## config.mk

```make
export PLATFORM = sky130hd
export DESIGN_NAME = wallace_mac
export DESIGN_NICKNAME = d
export VERILOG_FILES = /design/src/rtl/wallace_mac_pkg.sv /design/src/rtl/problem5.sv /design/src/rtl/wallace_mac.sv
export SDC_FILE = /design/constraint.sdc
export NUM_CORES = 1
export LEC_CHECK = 0
export ABC_AREA = 1
export ABC_CLOCK_PERIOD_IN_PS = 4770
export BUFFER_PORTS_ARGS = -buffer_cell sky130_fd_sc_hd__buf_2
export CAP_MARGIN = 20
export CELL_PAD_IN_SITES_DETAIL_PLACEMENT = 1
export CELL_PAD_IN_SITES_GLOBAL_PLACEMENT = 2
export CORE_MARGIN = 1.5
export CORE_UTILIZATION = 35
export DETAILED_ROUTE_END_ITERATION = 6
export GPL_TIMING_DRIVEN = 0
export MAX_ROUTING_LAYER = met4
export PLACE_DENSITY = 0.76
export SYNTH_ARGS = -nofsm -noshare
export SYNTH_HDL_FRONTEND = slang
export SYNTH_SLANG_ARGS = --single-unit
export TNS_END_PERCENT = 30
```

## constraint.sdc

```tcl
create_clock -name CLK -period 4.77 [get_ports CLK]
set_input_delay 0.2385 -clock CLK [delete_from_list [all_inputs] [get_ports CLK]]
set_output_delay 0.2385 -clock CLK [all_outputs]
set_load 0.005 [all_outputs]
```

## src/rtl/wallace_mac_pkg.sv

```systemverilog
// wallace_mac_pkg: shared sizing constants, FSM states and the carry-save helper
// used by the Wallace multiplier tree.
package wallace_mac_pkg;
    localparam int MAX_TERMS = 16;
    localparam int ACC_W = 20;
    localparam int CNT_W = 5;

    typedef enum logic [1:0] {ACCUM, DRAIN, DONE} state_t;

    typedef struct packed {
        logic [15:0] s;
        logic [15:0] c;
    } csa_t;

    // 3:2 compressor over whole rows; carries out of bit 15 are dropped since
    // an 8x8 product never exceeds 16 bits.
    function automatic csa_t csa(input logic [15:0] x, input logic [15:0] y, input logic [15:0] z);
        return '{s: x ^ y ^ z, c: ((x & y) | (x & z) | (y & z)) << 1};
    endfunction
endpackage

```

## src/rtl/problem5.sv

```systemverilog
// problem5: unsigned 8x8 Wallace-tree multiplier, reducing eight partial
// product rows 8->6->4->3->2 with carry-save adders and one final add.
module problem5
    import wallace_mac_pkg::*;
(
    input  logic [7:0]  IN1,
    input  logic [7:0]  IN2,
    output logic [15:0] OUT
);
    logic [15:0] pp [8];
    csa_t l1a, l1b, l2a, l2b, l3, l4;

    for (genvar i = 0; i < 8; i++) begin : g_pp
        assign pp[i] = 16'(IN1 & {8{IN2[i]}}) << i;
    end

    assign l1a = csa(pp[0], pp[1], pp[2]);
    assign l1b = csa(pp[3], pp[4], pp[5]);
    assign l2a = csa(l1a.s, l1a.c, l1b.s);
    assign l2b = csa(l1b.c, pp[6], pp[7]);
    assign l3  = csa(l2a.s, l2a.c, l2b.s);
    assign l4  = csa(l3.s, l3.c, l2b.c);
    assign OUT = l4.s + l4.c;
endmodule

```

## src/rtl/wallace_mac.sv

```systemverilog
// wallace_mac: streaming multiply-accumulate; operand reg -> Wallace product reg
// -> accumulator, with an ACCUM/DRAIN/DONE handshake around each finished sum.
module wallace_mac #(
    parameter int MAX_TERMS = wallace_mac_pkg::MAX_TERMS,
    parameter int ACC_W = wallace_mac_pkg::ACC_W,
    parameter int CNT_W = wallace_mac_pkg::CNT_W
) (
    input  logic             CLK,
    input  logic             RESET,
    input  logic             IN_VALID,
    output logic             IN_READY,
    input  logic [7:0]       IN1,
    input  logic [7:0]       IN2,
    input  logic             LAST,
    input  logic             CLEAR,
    output logic             OUT_VALID,
    input  logic             OUT_READY,
    output logic [ACC_W-1:0] OUT,
    output logic [CNT_W-1:0] COUNT
);
    import wallace_mac_pkg::*;

    localparam logic [CNT_W-1:0] FULL_CNT = CNT_W'(MAX_TERMS);
    localparam logic [CNT_W-1:0] LAST_CNT = CNT_W'(MAX_TERMS - 1);

    state_t state, nstate;
    logic [7:0] a_r, b_r;
    logic [15:0] prod, p_r;
    logic v1, v2, last1, last2;
    logic [ACC_W-1:0] acc;
    logic [CNT_W-1:0] cnt;
    logic accept, term_last, clr, done_hs, fin;

    assign IN_READY  = (state == ACCUM) && !CLEAR;
    assign accept    = IN_VALID && IN_READY;
    assign term_last = LAST || (cnt == LAST_CNT);
    assign clr       = CLEAR && (state == ACCUM);
    assign done_hs   = (state == DONE) && OUT_READY;
    assign fin       = v2 && last2;
    assign OUT_VALID = (state == DONE);
    assign OUT       = acc;
    assign COUNT     = cnt;

    problem5 u_mul (.IN1(a_r), .IN2(b_r), .OUT(prod));

    always_ff @(posedge CLK or posedge RESET) begin
        if (RESET) state <= ACCUM;
        else state <= nstate;
    end

    always_comb begin
        nstate = state;
        if (state == ACCUM && accept && term_last) nstate = DRAIN;
        else if (state == DRAIN && fin) nstate = DONE;
        else if (done_hs) nstate = ACCUM;
    end

    always_ff @(posedge CLK or posedge RESET) begin
        if (RESET) begin
            a_r   <= '0;
            b_r   <= '0;
            p_r   <= '0;
            v1    <= 1'b0;
            v2    <= 1'b0;
            last1 <= 1'b0;
            last2 <= 1'b0;
            acc   <= '0;
            cnt   <= '0;
        end else begin
            v1    <= accept;
            last1 <= term_last;
            if (accept) begin
                a_r <= IN1;
                b_r <= IN2;
            end
            // an abort kills the beat moving into the product stage as well
            v2    <= v1 && !clr;
            last2 <= last1;
            p_r   <= prod;
            if (clr || done_hs) begin
                acc <= '0;
                cnt <= '0;
            end else begin
                if (v2) acc <= acc + ACC_W'(p_r);
                if (accept && cnt != FULL_CNT) cnt <= cnt + 1'b1;
            end
        end
    end
endmodule

```

==> flow_metrics.env <==
export IMPL_status="complete, no violations"
export IMPL_reg2reg_from="a_r[4]"
export IMPL_most_common_layout_cells="nand2_1, inv_1, dfrtp_1, buf_2, ha_1"
export IMPL_synth_compound_area_share_pct=6.964
export IMPL_slew_headroom_pct=46.17
export IMPL_critPathMaxFanout=9
export IMPL_diodes=0
export IMPL_hold_worst_slack_ns=0.06685
export IMPL_fin_crit_ns=4.349
export IMPL_wirelength_um=13470
export IMPL_placed_cells=909
export IMPL_num_rows=44
export IMPL_place_gp_congestion=0.8200
export IMPL_yosys_area_share_simple_pct=25.35
export IMPL_multi_input_area_um2=3152
export IMPL_finalSetupViolCount=0
export IMPL_cap_violations=0
export IMPL_die_h_um=125.4
export IMPL_fin_setup_tns_ns=0
export IMPL_final_nets=842
export IMPL_io_pin_count=49
export IMPL_drt_iter0_markers=134
export IMPL_grt_overflow=0
export IMPL_first_pass_iters=4
export IMPL_fmax_mhz=229.9
export IMPL_die_x_um=125.4
export IMPL_cts_hold_buffers=0
export IMPL_clock_skew_ns=0.01104
export IMPL_synth_ff_type="dfrtp_1"
export IMPL_cts_max_level=3
export IMPL_final_cell_area_um2=6032
export IMPL_synth_top_family_by_area="adder cells"
export IMPL_postRouteAntennaNets=0
export IMPL_clk_path_buf_depth=2
export IMPL_start_kind="flip-flop"
export IMPL_grt_use_total_pct=19.05
export IMPL_grt_max_degree=64
export IMPL_peakVddDrop_mv=0.2638
export IMPL_core_area_um2=14590
export IMPL_initial_core_util_pct=35.96
export IMPL_yosys_register_bits=63
export IMPL_grt_pass1_vias=4736
export IMPL_crit_path_end_kind="flip-flop"
export IMPL_nFillCells=1810
export IMPL_synth_edff_count=0
export IMPL_yosys_warnings=0
export IMPL_final_common_cell="nand2_1"
export IMPL_cts_setup_buffers=0
export IMPL_grt_pass1_wl_um=22980
export IMPL_r2r_setup_slack_ns=0.42
export IMPL_drc_errors=0
export IMPL_place_hpwl_um=10860
export IMPL_async_reset_ff_share_pct=100.0
export IMPL_final_cells=924
export IMPL_yosysUniqueCellTypes=33
export IMPL_synth_nets=783
export IMPL_synth_cells=677
export IMPL_synth_area_um2=5246
export IMPL_maxSlewViolCount=0
export IMPL_cts_made_buffers=9
export IMPL_rsz0062_at_grt="false"
export IMPL_synth_area_leaders="dfrtp_1, nand2_1, fa_1, ha_1, inv_1"
export IMPL_seq_area_um2=1577
export IMPL_cts_sinks=63
export IMPL_routed_via_count=4346
export IMPL_antenna_found_initial=0
export IMPL_synthXorXnorAreaFrac_pct=2.003
export IMPL_synth_top_area_share_pct=30.05
export IMPL_power_density_nw_per_um2=758.9
export IMPL_finalHoldViolCount=0
export IMPL_synthAdderAreaFrac_pct=25.76
export IMPL_fin_crit_sh_pct=91.17
export IMPL_drt_wirelength_per_cell_um=14.58
export IMPL_synth_largest_area_cell="dfrtp_1"
export IMPL_drive_gt1_share_pct=11.22
export IMPL_cp_arrival_ns=4.56
export IMPL_syn_area_per_cell_um2=7.749
export IMPL_clkTransAtPathRegs_ns=0.06
export IMPL_cts_tree="done"
export IMPL_ys_seq_area_share_pct=30.05
export IMPL_hold_path_class="in2async"
export IMPL_leakagePower_nw=3.527
export IMPL_area_growth_pct=14.98
export IMPL_placed_area_um2=5719
export IMPL_utilization_pct=41.35
export IMPL_viasPerCell=4.703
export IMPL_startpoint="a_r[4]"
export IMPL_port_buffers=48
export IMPL_criticalPathCategory="reg2reg"
export IMPL_clock_latency_ns=0.34
export IMPL_cts_resized_gates=0
export IMPL_cts_root_buf="clkbuf_16"
export IMPL_critPathRequiredTime_ns=4.98
export IMPL_dieArea_um2=15730
export IMPL_worst_pin_slew_ns=0.8075
export IMPL_muxShareOfSynthArea_pct=0
## per-layer routing
metal	vias up	part of all wire [%]	track usage, %
met5	-	0	-
met4	0	1.6	5.414
met3	15	2.1	3.423
met2	43	51	33.06
met1	2105	45	22.63
li1	2183	-	-
## state kept, by name (all words and copies together) (netlist names), 2 cells and up
register and flops:
a_r 8, p_r 16, COUNT 5, state 2
b_r 8, OUT 20
## final timing paths
check,to,depth (start not counted)
max,p_r[13],15
min,v2,2
max reg2reg,p_r[13],15
min reg2reg,last2,0
max in group asynchronous,OUT[0],2
min in group CLK,b_r[4],3
## layout make-up
class                   count  area share (%)
repair buffers             48           3.983
clock buffers              11           4.024
multi-input cells         480           52.25
clock inverters             4           1.162
well taps                 184           3.817
flip-flops and latches     63           26.14
inverters                 113           7.156
plain buffers              21           1.473
## cell usage after synthesis, drive strengths merged, types with 2 or more instances
| library cell | count |
|---|---|
| o2111ai | 2 |
| nand4 | 2 |
| nand2 | 238 |
| nor2 | 42 |
| clkbuf | 17 |
| o21ai | 23 |
| a22o | 3 |
| fa | 40 |
| xor2 | 7 |
| and2 | 2 |
| nor3 | 4 |
| xnor2 | 5 |
| nand3 | 26 |
| a21oi | 37 |
| inv | 113 |
| buf | 4 |
| ha | 44 |
| dfrtp | 63 |
## critical path: stages, from the launching register on
cell	delay, ns
dfrtp_1	0.32
clkbuf_1	0.43
nand2_1	0.12
inv_1	0.10
fa_1	0.42
inv_1	0.09
fa_1	0.44
fa_1	0.56
inv_1	0.06
fa_1	0.47
ha_1	0.35
a21oi_1	0.22
o21ai_0	0.13
a21oi_1	0.23
o21ai_0	0.13
xor2_1	0.16
## per-stage QoR
step	setup WS, ns	power [mW]
2_1_floorplan	0.8801	3.133
6_report	0.4210	4.577
3_5_place_dp	0.3771	3.927
4_1_cts	0.3686	4.681
3_3_place_gp	0.4786	3.826
5_1_grt	0.1438	5.146
## cells by family after synthesis
logic type,after synthesis
AO/OA/AOI/OAI,68
XOR/XNOR,12
adder cells (fa/ha/maj),84
buffers and inverters,134
flip-flops,63
AND/OR/NAND/NOR,316
## where the power goes
group	switching, mW	total, mW	leakage (nW)	internal [mW]
sequential	0.121	0.878	0.818	0.757
clock	0.237	0.704	0.155	0.467
combinational	1.86	3.00	2.55	1.13
total	2.22	4.58	3.53	2.36
Power figures use the tool's default switching activity.
